## src/rtl/sync_fifo_param_if.sv

```systemverilog
// Handshake/status bundle for sync_fifo_param; master drives requests, slave (the FIFO) drives status.
interface sync_fifo_param_if #(
    parameter int unsigned DATA_W = 32,
    parameter int unsigned ADDR_W = 3
);
    logic              wr;
    logic [DATA_W-1:0] w_data;
    logic              rd;
    logic [DATA_W-1:0] r_data;
    logic              r_valid;
    logic              err_clr;
    logic              full;
    logic              empty;
    logic              almost_full;
    logic              almost_empty;
    logic [ADDR_W:0]   level;
    logic              overflow;
    logic              underflow;

    modport master (
        output wr, w_data, rd, err_clr,
        input  r_data, r_valid, full, empty, almost_full, almost_empty, level, overflow, underflow
    );

    modport slave (
        input  wr, w_data, rd, err_clr,
        output r_data, r_valid, full, empty, almost_full, almost_empty, level, overflow, underflow
    );
endinterface

```

## src/rtl/sync_fifo_param.sv

```systemverilog
// Parametrised single-clock FIFO with level, almost flags and sticky error flags.
// Define SYNC_FIFO_FWFT_EN for first-word-fall-through reads; default is registered 1-cycle read.
module sync_fifo_param #(
    parameter int unsigned DATA_W    = 32,
    parameter int unsigned ADDR_W    = 3,
    parameter int unsigned AF_THRESH = 6,
    parameter int unsigned AE_THRESH = 1
) (
    input logic             clk,
    input logic             rst_n,
    sync_fifo_param_if.slave bus
);
    localparam int unsigned     DEPTH  = 1 << ADDR_W;
    localparam logic [ADDR_W:0] AF_LVL = AF_THRESH[ADDR_W:0];
    localparam logic [ADDR_W:0] AE_LVL = AE_THRESH[ADDR_W:0];

    logic [DATA_W-1:0] mem [DEPTH];
    logic [ADDR_W-1:0] wr_ptr;
    logic [ADDR_W-1:0] rd_ptr;
    logic [ADDR_W:0]   level_q;
    logic              overflow_q;
    logic              underflow_q;
    logic              full;
    logic              empty;
    logic              rd_acc;
    logic              wr_acc;

    // level never exceeds DEPTH, so its MSB alone marks full
    assign full   = level_q[ADDR_W];
    assign empty  = (level_q == '0);
    assign rd_acc = bus.rd & ~empty;
    assign wr_acc = bus.wr & (~full | rd_acc);

    always_ff @(posedge clk) begin
        if (wr_acc) mem[wr_ptr] <= bus.w_data;
    end

    always_ff @(posedge clk) begin
        if (!rst_n) begin
            wr_ptr      <= '0;
            rd_ptr      <= '0;
            level_q     <= '0;
            overflow_q  <= 1'b0;
            underflow_q <= 1'b0;
        end else begin
            if (wr_acc) wr_ptr <= wr_ptr + 1'b1;
            if (rd_acc) rd_ptr <= rd_ptr + 1'b1;
            level_q     <= level_q + {{ADDR_W{1'b0}}, wr_acc} - {{ADDR_W{1'b0}}, rd_acc};
            // a new error in the same cycle as err_clr keeps the flag set
            overflow_q  <= (overflow_q  & ~bus.err_clr) | (bus.wr & ~wr_acc);
            underflow_q <= (underflow_q & ~bus.err_clr) | (bus.rd & ~rd_acc);
        end
    end

`ifdef SYNC_FIFO_FWFT_EN
    assign bus.r_data  = mem[rd_ptr];
    assign bus.r_valid = ~empty;
`else
    logic [DATA_W-1:0] r_data_q;
    logic              r_valid_q;

    // non-blocking read returns the old word when the same slot is written this edge
    always_ff @(posedge clk) begin
        if (!rst_n) begin
            r_data_q  <= '0;
            r_valid_q <= 1'b0;
        end else begin
            r_valid_q <= rd_acc;
            if (rd_acc) r_data_q <= mem[rd_ptr];
        end
    end

    assign bus.r_data  = r_data_q;
    assign bus.r_valid = r_valid_q;
`endif

    assign bus.full         = full;
    assign bus.empty        = empty;
    assign bus.almost_full  = (level_q >= AF_LVL);
    assign bus.almost_empty = (level_q <= AE_LVL);
    assign bus.level        = level_q;
    assign bus.overflow     = overflow_q;
    assign bus.underflow    = underflow_q;
endmodule
```

## src/flat_wrapper.sv

```systemverilog
// flat-port wrapper written by rule: the top's interface ports become plain ports
module sync_fifo_param_flat 
#(
    parameter int unsigned DATA_W    = 32,
    parameter int unsigned ADDR_W    = 3,
    parameter int unsigned AF_THRESH = 6,
    parameter int unsigned AE_THRESH = 1
)
  (clk, rst_n, bus_wr, bus_w_data, bus_rd, bus_err_clr, bus_r_data, bus_r_valid, bus_full, bus_empty, bus_almost_full, bus_almost_empty, bus_level, bus_overflow, bus_underflow);
  sync_fifo_param_if #(.DATA_W(DATA_W), .ADDR_W(ADDR_W)) bus_i ();
  input logic clk;
  input logic rst_n;
  input wire logic [$bits(bus_i.wr)-1:0] bus_wr;
  input wire logic [$bits(bus_i.w_data)-1:0] bus_w_data;
  input wire logic [$bits(bus_i.rd)-1:0] bus_rd;
  input wire logic [$bits(bus_i.err_clr)-1:0] bus_err_clr;
  output wire logic [$bits(bus_i.r_data)-1:0] bus_r_data;
  output wire logic [$bits(bus_i.r_valid)-1:0] bus_r_valid;
  output wire logic [$bits(bus_i.full)-1:0] bus_full;
  output wire logic [$bits(bus_i.empty)-1:0] bus_empty;
  output wire logic [$bits(bus_i.almost_full)-1:0] bus_almost_full;
  output wire logic [$bits(bus_i.almost_empty)-1:0] bus_almost_empty;
  output wire logic [$bits(bus_i.level)-1:0] bus_level;
  output wire logic [$bits(bus_i.overflow)-1:0] bus_overflow;
  output wire logic [$bits(bus_i.underflow)-1:0] bus_underflow;
  assign bus_i.wr = bus_wr;
  assign bus_i.w_data = bus_w_data;
  assign bus_i.rd = bus_rd;
  assign bus_i.err_clr = bus_err_clr;
  assign bus_r_data = bus_i.r_data;
  assign bus_r_valid = bus_i.r_valid;
  assign bus_full = bus_i.full;
  assign bus_empty = bus_i.empty;
  assign bus_almost_full = bus_i.almost_full;
  assign bus_almost_empty = bus_i.almost_empty;
  assign bus_level = bus_i.level;
  assign bus_overflow = bus_i.overflow;
  assign bus_underflow = bus_i.underflow;
  sync_fifo_param #(.DATA_W(DATA_W), .ADDR_W(ADDR_W), .AF_THRESH(AF_THRESH), .AE_THRESH(AE_THRESH)) u_core (.clk(clk), .rst_n(rst_n), .bus(bus_i));
endmodule
```

## config.mk

```make
export PLATFORM = sky130hd
export DESIGN_NAME = sync_fifo_param_flat
export DESIGN_NICKNAME = d
export VERILOG_FILES = /design/src/rtl/sync_fifo_param_if.sv /design/src/rtl/sync_fifo_param.sv /design/src/flat_wrapper.sv
export SDC_FILE = /design/constraint.sdc
export NUM_CORES = 1
export LEC_CHECK = 0
export BUFFER_PORTS_ARGS = -buffer_cell sky130_fd_sc_hd__buf_4
export CAP_MARGIN = 25
export CORE_MARGIN = 2
export CORE_UTILIZATION = 29
export DETAILED_ROUTE_END_ITERATION = 8
export PLACE_DENSITY = 0.41
export SYNTH_ARGS = -nofsm -noshare
export SYNTH_HDL_FRONTEND = slang
export SYNTH_SLANG_ARGS = --single-unit
export TNS_END_PERCENT = 20
```

## constraint.sdc

```tcl
create_clock -name clk -period 5.4 [get_ports clk]
set_input_delay 0.27 -clock clk [delete_from_list [all_inputs] [get_ports clk]]
set_output_delay 0.27 -clock clk [all_outputs]
set_load 0.02 [all_outputs]
```

## Yosys cells after proc, flatten, opt, wreduce, memory -nomap -nowiden

Memories as Yosys holds them, arrays and structs flattened. A register that Yosys moved wholly into a read port is not among the register bits.
Index checks and enable logic that the tools add are counted.

- Memories: 1
- Output and inout port bits: 43
- Logic and storage cells: 31
- Bits in writable memories: 256
- Register bits after elaboration: 13

- Mux-type cells: 2
- Reductions and logical operators: 2
- Bitwise logic cells: 14
- Add/sub/neg operators: 4
- $lt $le $gt $ge: 2

Memories:

| memory | depth | bits a word | read ports | clocked after memory_dff | write ports | RTL line | RTL |
|---|---|---|---|---|---|---|---|
| u_core.mem | 8 | 32 | 1 | 1 | 1 | sync_fifo_param.sv:17 | `logic [DATA_W-1:0] mem [DEPTH];` |

Operators by type and width:

| operator | count |
|---|---|
| adder 3 x 1 -> 3 bit, second input constant | 2 |
| bitwise AND 1 bit | 6 |
| inverter 1 bit | 5 |
| adder 4 x 1 -> 4 bit | 1 |
| greater-or-equal comparator 4 x 3 -> 1 bit, second input constant | 1 |
| less-or-equal comparator 4 x 1 -> 1 bit, second input constant | 1 |
| zero test 4 bit | 1 |
| subtractor 4 x 1 -> 4 bit | 1 |
| bitwise OR 1 bit | 3 |
| 2-to-1 mux 1 bit | 2 |
| zero test 1 bit | 1 |

## Longest topological paths before layout

Gate-level depths: netlist of the first run.

- Word-level depth: 8
- Depth in mapped cells: 14
- Gate-level depth less buffers: 11

## Least setup slack after synthesis of the first run

OpenSTA, ideal clock, no wires.

- Path type: register to register
- Start point: register u_core.level_q[3] (netlist: u_core.bus.level[3])
- End point: memory u_core.mem[0][0], enable pin
- Arrival time: 4325 ps
- Setup time: 502 ps
- Path buffers: 0
- Period minus slack after synthesis: 4827 ps
- Setup slack: 573 ps
- Required time: 4898 ps
- Stages on the path, launching flop included: 6
- Path through: dfxtp_1 inv_1 ha_1 nand4bb_1 nand3_1 nor4_1

- Word-level cells in the longest chain between the ends: 7
- Elaborated cells on any way between the ends: 8
- Classes of those cells: mux: 2; bitwise: 5; reduce/logical: 1

RTL lines:

| item | RTL line | RTL |
|---|---|---|
| start: declaration | sync_fifo_param.sv:20 | `logic [ADDR_W:0] level_q;` |
| start signal: assignment | sync_fifo_param.sv:48 | `level_q <= level_q + {{ADDR_W{1'b0}}, wr_acc} - {{ADDR_W{1'b0}}, rd_acc};` |
| zero test 4 bit | sync_fifo_param.sv:30 | `assign empty = (level_q == '0);` |
| inverter 1 bit | sync_fifo_param.sv:31 | `assign rd_acc = bus.rd & ~empty;` |
| bitwise AND 1 bit | sync_fifo_param.sv:31 |  |
| bitwise OR 1 bit (*) | sync_fifo_param.sv:32 | `assign wr_acc = bus.wr & (~full \| rd_acc);` |
| bitwise AND 1 bit (*) | sync_fifo_param.sv:32 |  |
| 2-to-1 mux 1 bit (*) | sync_fifo_param.sv:35 | `if (wr_acc) mem[wr_ptr] <= bus.w_data;` |
| 2-to-1 mux 1 bit (not written as such) (*) | sync_fifo_param.sv:35 |  |
| end: declaration | sync_fifo_param.sv:17 |  |

Mark *: on every way between the ends. The rest lies on a longest branch, timed or not.

## Worst setup path after layout of the first run

- Start point: register u_core.level_q[3] (netlist: u_core.bus.level[3])
- End point: register u_core.level_q[2] (netlist: u_core.bus.level[2])

- Word-level cells in the longest chain between the ends: 7
- Elaborated cells on any way between the ends: 8
- Classes of those cells: add/sub: 2; bitwise: 5; reduce/logical: 1

RTL lines:

| item | RTL line |
|---|---|
| zero test 4 bit | sync_fifo_param.sv:30 |
| inverter 1 bit | sync_fifo_param.sv:31 |
| bitwise AND 1 bit | sync_fifo_param.sv:31 |
| bitwise OR 1 bit | sync_fifo_param.sv:32 |
| bitwise AND 1 bit | sync_fifo_param.sv:32 |
| adder 4 x 1 -> 4 bit | sync_fifo_param.sv:48 |
| subtractor 4 x 1 -> 4 bit (*) | sync_fifo_param.sv:48 |

Marks and branches as above.
A chain may end at the register's enable or synchronous reset.

==> impl_metrics.toml, run 1 <==
[grt]
overflow = 0
grt_antenna_before_repair = 1
grt_pass1_vias = 6638
grt_max_degree = 69
grt_pass1_wl_um = 38840
track_usage_pct = 12.32

[synthesis]
synth_edf_count = 256
synthDistinctLibCells = 31
yosysWarnings = 0
synthArstFlopShare_pct = 0
synthCells = 703
ys_seq_area_share_pct = 74.91
avgSynthCellArea_um2 = 16.31
syn_area_um2 = 11460
ys.flop_type = "edfxtp_1"
synth_fp_nets = 750
ys_seq_elements = 301

[sta]
rsz0062_at_grt = "false"
fin_skew_ns = 0.01283
worst_slew_pin_slew_ns = 0.9615
period_minus_slack_ns = 2.529
max_freq_mhz = 395.3
setup_viol = 0
hold_viol_final = 0
fin_crit_sh_pct = 46.84
slew_viol_final = 0
timing.max_slew.rel_slack_pct = 35.90
timing.setup.tns_ns = 0

[worst_setup_path]
crit_fanout = 6
r2r_end = "u_core.bus.level[2]"
worstPathArrival_ns = 2.93
crit_path_top_delay_cell = "nor3b_2"
crit_required_ns = 5.80
cp_cell_sequence = "inv_1 -> ha_1 -> nor3b_2 -> nor2b_4 -> ha_1 -> inv_1 -> ha_1 -> inv_1 -> fa_1 -> xnor2_1 -> and2_1"
crit_family = "adder cells"
start_kind = "register"
path_class = "reg -> reg"
cp-endpoint = "u_core.bus.level[2]"
worst-r2r-cell-count = 11
r2r_slack_ns = 2.87
cp.buffers_inverters = 3
cpPeakStageDelay_ns = 0.39
cp-startpoint = "u_core.bus.level[3]"
end_kind = "register"
r2r-start = "u_core.bus.level[3]"
path_depth = 11

[detailed_routing]
first_pass_iters = 7
drt-total-wl_um = 25220
drc = 0
wire_per_inst_um = 18.45
antenna_left = 0
avgViaCountPerCell = 4.530
vias = 6192
drtIter0Drc = 281

[cts]
cts-root-buf = "clkbuf_16"
numCtsBuffers = 35
cts.path.max_buffers = 3
cts_tree = "built"
h-tree-depth = 2
path_clk_slew_ns = 0.06
post_cts_buffers = 0
cts_sinks = 301
insertion_delay_ns = 0.51

[die]
initial_utilization_pct = 29.53
die_h_um = 202.8
core_um2 = 38830
io_pins = 80
std_cell_rows = 72
dieArea_um2 = 41140
die_w_um = 202.8

[placed_design]
port_buffers = 79
gp_congestion = 0.7110
post-dp-hpwl_um = 14760

[final_layout]
drive_gt1_share_pct = 18.96
antenna_cells = 0
area_growth_syn_to_layout_pct = 23.09
layout_common_cells = "256 x edfxtp_1, 130 x mux2i_1, 91 x buf_4"
n_fill_cell = 3674
fin_nets = 869
fin_util_pct = 36.35
final_common_cell = "edfxtp_1"

[power]
ir_drop_mv = 0.2210
p_leak_nw = 4.794
p_per_area_nw_per_um2 = 472.0

[min_path]
worstHoldStart = "bus_w_data[13]"
hold_path_class = "in -> reg"

[outcome]
outcome = "finished, final reports clean"

[run]
cap_viol_max_count = 0
## synth_stat cells, types with 2 or more instances
cell / instances / area (um^2)
a21oi_1: 36 / 180.2
and2_1: 8 / 50.05
buf_1: 2 / 7.510
buf_2: 5 / 25.02
buf_4: 14 / 105.1
buf_6: 4 / 45.04
clkbuf_1: 15 / 56.30
dfxtp_1: 45 / 900.9
edfxtp_1: 256 / 7687
ha_1: 9 / 112.6
inv_1: 9 / 33.78
mux2i_1: 130 / 1301
nand2_1: 5 / 18.77
nand2b_1: 5 / 31.28
nand4_1: 2 / 12.51
nor2_1: 35 / 131.4
nor2b_1: 7 / 43.79
nor3_1: 4 / 20.02
o21ai_0: 32 / 160.2
o22ai_1: 65 / 406.6
xnor2_1: 4 / 35.03
xor2_1: 2 / 17.52
## through the flow
step                      total power, mW  cells  hold WS (ns)  cell area (um^2)  worst slack [ns]
after floorplan                     3.973    703        0.3689             11460            0.5727
after global placement              4.405   1272        0.4974             12640             2.444
after detailed placement            4.437   1276        0.5085             12710             2.858
after CTS                           6.774   1367     0.0004986             14110             2.831
after global routing                6.996   1367      0.002037             14110             2.663
final                               6.661   1367       0.01422             14110             2.871
## worst min-delay path by stage
stage	end	slack, ns	cells after the start
after global placement	u_core.mem[6][17]	0.50	1
after detailed placement	u_core.mem[0][31]	0.51	1
after global routing	u_core.mem[0][13]	0.002	1
after CTS	u_core.mem[6][13]	0.0005	1
final	u_core.mem[4][13]	0.01	1
after floorplan	u_core.mem[0][0]	0.37	0
## cell type report
type / count / area, um^2 / share of cell area [%]
multi-input combinational: 352 / 2663 / 18.87
inverter: 9 / 33.78 / 0.2394
sequential: 301 / 8592 / 60.88
timing repair buffer: 123 / 1045 / 7.403
clock inverter: 20 / 180.2 / 1.277
tap: 518 / 648.1 / 4.593
clock buffer: 44 / 950.9 / 6.738
## metal layers
metal	wire length, um	track usage (%)	up-vias
li1	-	-	2963
met1	11480	15.92	3069
met2	12250	21.26	109
met3	918	2.135	49
met4	573	3.493	2
met5	7	0	-
## cells by family (layout without fill, tap and decap cells)
family	after synthesis	after routing	share of synthesized area (%)
flops	301	301	74.91
compound gates	134	134	6.581
mux	130	130	11.35
simple gates	72	72	3.121
buf+inv	50	196	2.423
fa+ha+maj	10	10	1.157
xor+xnor	6	6	0.4584
## sequential cells by signal, summed over array words and instances (netlist names)
name / count
u_core.wr_ptr: 3
u_core.bus.underflow: 1
u_core.rd_ptr: 3
u_core.bus.r_data: 32
u_core.bus.overflow: 1
u_core.bus.level: 4
u_core.bus.r_valid: 1
u_core.mem: 256
## report_power, final
group | total, mW | switching (mW) | internal [mW] | leakage (nW)
Sequential | 2.93 | 0.176 | 2.76 | 2.69
Combinational | 1.43 | 0.818 | 0.617 | 1.54
Clock | 2.29 | 0.900 | 1.39 | 0.559
Total | 6.66 | 1.89 | 4.77 | 4.79
## worst register-to-register path, cell delays in order (launching register included)
cell and delay (ns):
dfxtp_1 0.36, inv_1 0.14, ha_1 0.24, nor3b_2 0.39, nor2b_4 0.07, ha_1 0.27, inv_1 0.06, ha_1 0.16
inv_1 0.06, fa_1 0.38, xnor2_1 0.14, and2_1 0.15
## what timing repair did
item,4_1_cts,5_1_grt
hold endpoints to repair,190,0
hold buffers,27,0
resized for setup,0,0
Power figures use the tool's default switching activity.
==> run 2: changes to the inputs <==
Settings changed: ABC_AREA set to 1.
Clock period 5.4 ns to 2.58 ns, I/O delays scaled along.
==> run 2 against run 1 <==
  * Global-route usage grew 1.5 points
  * First-iteration DRC count grew 45%
  * Register-to-register slack lost 2.5 ns
  * Final cell count grew 45%
  * Critical endpoint unchanged
  * Largest power group unchanged
==> impl_metrics.toml, run 2 <==
[outcome]
outcome = "finished, final reports clean"

[placed_design]
gp_congestion = 0.6925
port_buffers = 79
dp_slack_ns = 0.4145
post-dp-hpwl_um = 17090

[sta]
setup_slack_ns = 0.3976
period_minus_slack_ns = 2.182
slew_viol_final = 0
timing.max_slew.rel_slack_pct = 54.70
setup_viol = 0
timing.setup.tns_ns = 0
hold_viol_final = 0
max_freq_mhz = 458.2
fin_crit_sh_pct = 84.59
fin_skew_ns = 0.01144
holdWs_ns = 0.08079
worst_slew_pin_slew_ns = 0.6795
rsz0062_at_grt = "false"

[die]
core_um2 = 43170
dieArea_um2 = 45500
initial_utilization_pct = 29.43
std_cell_rows = 76
io_pins = 80
die_h_um = 213.3
die_w_um = 213.3

[grt]
grtUsageMet3_pct = 2.412
track_usage_pct = 13.83
grt_antenna_before_repair = 1
use_met2_pct = 22.39
top_usage_layer = "met2"
grt_max_degree = 73
met1_usage_pct = 18.97
grt_pass1_vias = 8231
grt_pass1_wl_um = 47730
overflow = 0

[synthesis]
yosysWarnings = 0
yosys-top-cells-area = "edfxtp_1 61%, nand2_1 9.0%, inv_1 8.1%, nand3_1 7.7%, dfxtp_1 7.1%"
synth_most_common_cell = "nand2_1"
ys.flop_type = "edfxtp_1"
synth_compound_area_share_pct = 3.014
synth-simple-area-share_pct = 17.58
synth_top_area_share_pct = 60.51
synth_xor_area_share_pct = 0.1379
synth_top_family_by_area = "simple AND/OR/NAND/NOR gates"
synth_common_cells = "305 x nand2_1, 275 x inv_1, 256 x edfxtp_1"
synthArstFlopShare_pct = 0
ys_seq_area_share_pct = 67.60
muxShareOfSynthArea_pct = 0
synthDistinctLibCells = 24
syn_area_um2 = 12700
synth_edf_count = 256
ys_seq_elements = 301
synth_fp_nets = 1299
synthCells = 1252
yosys.area_share.adder_pct = 1.044
avgSynthCellArea_um2 = 10.15
yosysTopAreaCell = "edfxtp_1"

[cts]
ctsHoldBuffers = 37
post_cts_buffers = 0
cts-root-buf = "clkbuf_16"
h-tree-depth = 2
cts.path.max_buffers = 3
insertion_delay_ns = 0.53
cts_sinks = 301
cts_resized = 0
cts_tree = "built"
numCtsBuffers = 36
path_clk_slew_ns = 0.05

[worst_setup_path]
crit_required_ns = 2.99
cpPeakStageDelay_ns = 0.37
end_kind = "register"
crit_fanout = 10
crit_path_top_delay_cell = "fa_1"
worstPathArrival_ns = 2.59
path_class = "reg -> reg"
cp_cell_sequence = "inv_1 -> ha_1 -> nand3_2 -> nand2_4 -> inv_2 -> ha_1 -> inv_1 -> ha_1 -> inv_1 -> fa_1 -> xor2_1 -> nor2_1"
start_kind = "register"

[power]
p_comb_share_pct = 24.8
p_sw_share_pct = 31.17
seq_power_share_pct = 41.6
p_int_mw = 9.918
p_leak_nw = 6.751
switching_power_mw = 4.491
clkPwrFrac_pct = 33.6
p_per_area_nw_per_um2 = 923.1
ir_drop_mv = 0.4271

[final_layout]
fin_nets = 1415
final_common_cell = "nand2_1"
largest_reg_flops = 256
layout_common_cells = "305 x nand2_1, 274 x inv_1, 256 x edfxtp_1"
area_growth_syn_to_layout_pct = 22.86
drive_gt1_share_pct = 12.07
n_fill_cell = 4335
top_register = "u_core.mem"

[detailed_routing]
drtIter0Drc = 408
antenna_left = 0
avgViaCountPerCell = 4.204
drt-total-wl_um = 30350
drc = 0
wire_per_inst_um = 15.34
vias = 8315
first_pass_iters = 5

[min_path]
hold_path_class = "in -> reg"

[run]
cap_viol_max_count = 0
-- run 2: kinds of logic after synthesis --
logic type,after synthesis
and+or+nand+nor,523
adders and majority gates,10
xor gates and xnor gates,2
AOI/OAI and AO/OA,76
buffers and inverters,340
DFF,301
-- run 2: power by group through the flow --
stage          Clock, mW  Combinational (mW)  Sequential (mW)
4_1_cts             5.01                3.70             6.00
6_report            4.84                3.57             6.00
3_5_place_dp           0                3.64             6.10
2_1_floorplan          0                2.13             6.25
5_1_grt             5.17                4.06             6.05
3_3_place_gp           0                3.63             6.10
-- run 2: path summary, 6_finish.rpt --
path | from | to | slack [ns] | cells past startpoint
worst max-delay path | u_core.bus.level[3] | u_core.bus.level[2] | 0.40 | 12
worst min register to register | u_core.bus.overflow | u_core.bus.overflow | 0.49 | 2
worst min-delay path | rst_n | u_core.bus.level[0] | 0.08 | 3
worst max register to register | u_core.bus.level[3] | u_core.bus.level[2] | 0.40 | 12
-- run 2: metal layers --
| metal | vias up | wire length, um |
|---|---|---|
| li1 | 4239 | - |
| met4 | 0 | 501 |
| met1 | 3892 | 14660 |
| met5 | - | 0 |
| met3 | 33 | 1262 |
| met2 | 151 | 13920 |
-- run 2: stage by stage --
| stage | power, mW | area [um^2] | utilization (%) | std cells |
|---|---|---|---|---|
| after global placement | 9.731 | 14120 | 32.71 | 1878 |
| after floorplan | 8.383 | 12720 | - | 1252 |
| final | 14.41 | 15610 | 36.16 | 1978 |
| after detailed placement | 9.737 | 14120 | 32.71 | 1878 |
| after CTS | 14.71 | 15610 | 36.15 | 1977 |
| after global routing | 15.28 | 15610 | 36.16 | 1978 |
-- run 2: layout make-up --
| cell class | count | area, um^2 | share of cell area [%] |
|---|---|---|---|
| clock buffer | 57 | 1061 | 6.798 |
| tap | 585 | 732.0 | 4.689 |
| inverter | 279 | 1051 | 6.733 |
| multi-input combinational | 611 | 2826 | 18.11 |
| antenna | 1 | 2.502 | 0.01603 |
| clock inverter | 5 | 55.05 | 0.3527 |
| sequential | 301 | 8594 | 55.06 |
| timing repair buffer | 139 | 1286 | 8.240 |
-- run 2: worst max-delay path, delay by kind of cell (launching register included) --
family / cells / cell delay, ns
fa+ha+maj: 4 / 1.02
simple gates: 3 / 0.32
flops: 1 / 0.31
buf+inv: 4 / 0.28
xor+xnor: 1 / 0.14
==> run 3: changes to the inputs <==
Settings changed: ABC_AREA 1 to 0, PLACE_DENSITY 0.41 to 0.43.
Clock period 2.58 ns to 2 ns, I/O delays scaled along.
==> run 3 against run 2 <==
  * The flow now finishes with violations (setup timing)
  * Utilization increased by 1.4 points
  * Fmax up 9.1%
  * First-iteration DRC count is 24% lower
  * Clock power increased by 21%
  * Flip-flop and latch count is the same
  * Wire length shrank 11%
  * Largest power group unchanged
  * Highest routed layer is now met5
==> impl_metrics.toml, run 3 (synthesis results as in run 1) <==
[power]
p_sw_share_pct = 28.88
clkPwrFrac_pct = 32.0
p_per_area_nw_per_um2 = 1252
switching_power_mw = 5.278
ir_drop_mv = 0.5287
p_total_mw = 18.27
p_leak_nw = 4.962
p_comb_share_pct = 25.5
p_int_mw = 13.00
seq_power_share_pct = 42.5

[sta]
timing.max_slew.rel_slack_pct = 49.50
setup_viol = 1
setup_slack_ns = -0.0009677
slew_viol_final = 0
fin_crit_sh_pct = 100.0
fin_skew_ns = 0.01883
hold_viol_final = 0
period_minus_slack_ns = 2.001
max_freq_mhz = 499.8
rsz0062_at_grt = "true"
worst_slew_pin_slew_ns = 0.7575
timing.setup.tns_ns = -0.0009677

[die]
initial_utilization_pct = 29.53
die_w_um = 202.8
die_h_um = 202.8
std_cell_rows = 72
core_um2 = 38830
dieArea_um2 = 41140
io_pins = 80

[detailed_routing]
vias = 6443
wire_per_inst_um = 19.33
drt-total-wl_um = 27140
first_pass_iters = 4
avgViaCountPerCell = 4.589
drc = 0
antenna_left = 0
drtIter0Drc = 309

[grt]
track_usage_pct = 13.35
grt_antenna_before_repair = 1
grt_max_degree = 69
grt_pass1_wl_um = 41280
overflow = 0
grt_pass1_vias = 6761

[placed_design]
post-dp-hpwl_um = 15930
port_buffers = 79
dpl_cell_area_um2 = 13130
dpl.cell_count = 1301
gp_congestion = 0.7180

[cts]
path_clk_slew_ns = 0.06
insertion_delay_ns = 0.51
h-tree-depth = 2
numCtsBuffers = 35
cts_sinks = 301
cts-root-buf = "clkbuf_16"
cts.path.max_buffers = 3
cts_tree = "built"

[final_layout]
design_area_um2 = 14600
final_common_cell = "edfxtp_1"
drive_gt1_share_pct = 22.35
fin_cells = 1404
antenna_cells = 0
largest_reg_flops = 256
layout_common_cells = "256 x edfxtp_1, 130 x mux2i_1, 109 x buf_4"
top_register = "u_core.mem"
fin_nets = 907
area_growth_syn_to_layout_pct = 27.32

[worst_setup_path]
path_class = "reg -> reg"
crit_fanout = 4
cp_cell_sequence = "inv_4 -> ha_4 -> nor3b_4 -> nor2b_4 -> ha_4 -> inv_2 -> ha_4 -> inv_2 -> fa_2 -> xnor2_1 -> and2_1"
crit_top_cell = "ha_4"
crit_required_ns = 2.41
start_kind = "register"
crit_path_top_delay_cell = "dfxtp_4"
end_kind = "register"
worstPathArrival_ns = 2.41
cpPeakStageDelay_ns = 0.35

[min_path]
hold_path_class = "in -> reg"

[run]
cap_viol_max_count = 0

[outcome]
outcome = "complete, but fails checks"
violations = "setup timing"
run 3: cell count changes in the layout (fill, tap and decap cells not counted), moves of 7 or more:
cell      previous run  this run
o21ai_1             14         0
o22ai_1              0        65
inv_1              274         5
mux2i_1              0       130
nand3_1            196         0
nand2_1            305         4
buf_4               90       109
o21ai_0             22        32
clkinv_1             1         8
and2_1               0         8
nor2_1               8        32
run 3: power by group through the flow:
stage	clock, mW	combinational (mW)	sequential (mW)
6_report	5.85	4.66	7.76
3_5_place_dp	0	4.61	7.89
3_3_place_gp	0	4.56	7.87
4_1_cts	6.03	4.74	7.77
2_1_floorplan	0	2.75	8.12
5_1_grt	6.29	5.09	7.83
run 3: per-layer routing:
layer | track usage, % | up-vias | part of all wire (%) | wire, um
li1 | - | 3039 | - | -
met1 | 17.34 | 3271 | 46 | 12370
met2 | 22.86 | 94 | 49 | 13420
met3 | 2.488 | 37 | 3.2 | 862
met4 | 3.624 | 2 | 1.8 | 477
met5 | 0 | - | 0.048 | 13
run 3: area by class of cell:
cell class	count	area (um^2)
repair buffers	161	1481
inverters	9	38.79
well taps	518	648.1
flip-flops and latches	301	8601
fillers	3633	24230
multi-input cells	352	2759
clock inverters	13	63.81
clock buffers	50	1005
run 3: final timing paths:
| check | startpoint | to | slack [ns] | cells past startpoint |
|---|---|---|---|---|
| worst max-delay path | u_core.bus.level[3] | u_core.bus.level[2] | -0.001 | 11 |
| worst min-delay path | rst_n | u_core.bus.level[1] | 0.12 | 2 |
| worst max register to register | u_core.bus.level[3] | u_core.bus.level[2] | -0.001 | 11 |
| worst min register to register | u_core.bus.r_data[26] | u_core.bus.r_data[26] | 0.55 | 2 |
run 3: through the flow:
stage	hold slack, ns	utilization (%)	setup WS, ns
after global placement	0.3292	33.81	0.01457
final	0.1232	37.59	-0.0009677
after floorplan	0.1989	-	-0.5263
after global routing	0.1436	37.59	-0.08675
after detailed placement	0.3383	33.81	-0.03635
after CTS	0.1256	37.55	-0.01560
run 3: worst max-delay path: cells and delay by family, from the launching register on:
| family | cells | cell delay (ns) |
|---|---|---|
| adders and majority gates | 4 | 0.80 |
| DFF | 1 | 0.35 |
| xor gates and xnor gates | 1 | 0.13 |
| buffers and inverters | 3 | 0.15 |
| and+or+nand+nor | 3 | 0.46 |
run 3: repair_timing:
action | in CTS | in global routing
gates resized for setup | 0 | 3
setup buffers | 3 | 1
endpoints found under the hold margin | 258 | 0
endpoints found under the setup margin | 2 | 182
hold buffers | 36 | 0
pin swaps | 3 | 6
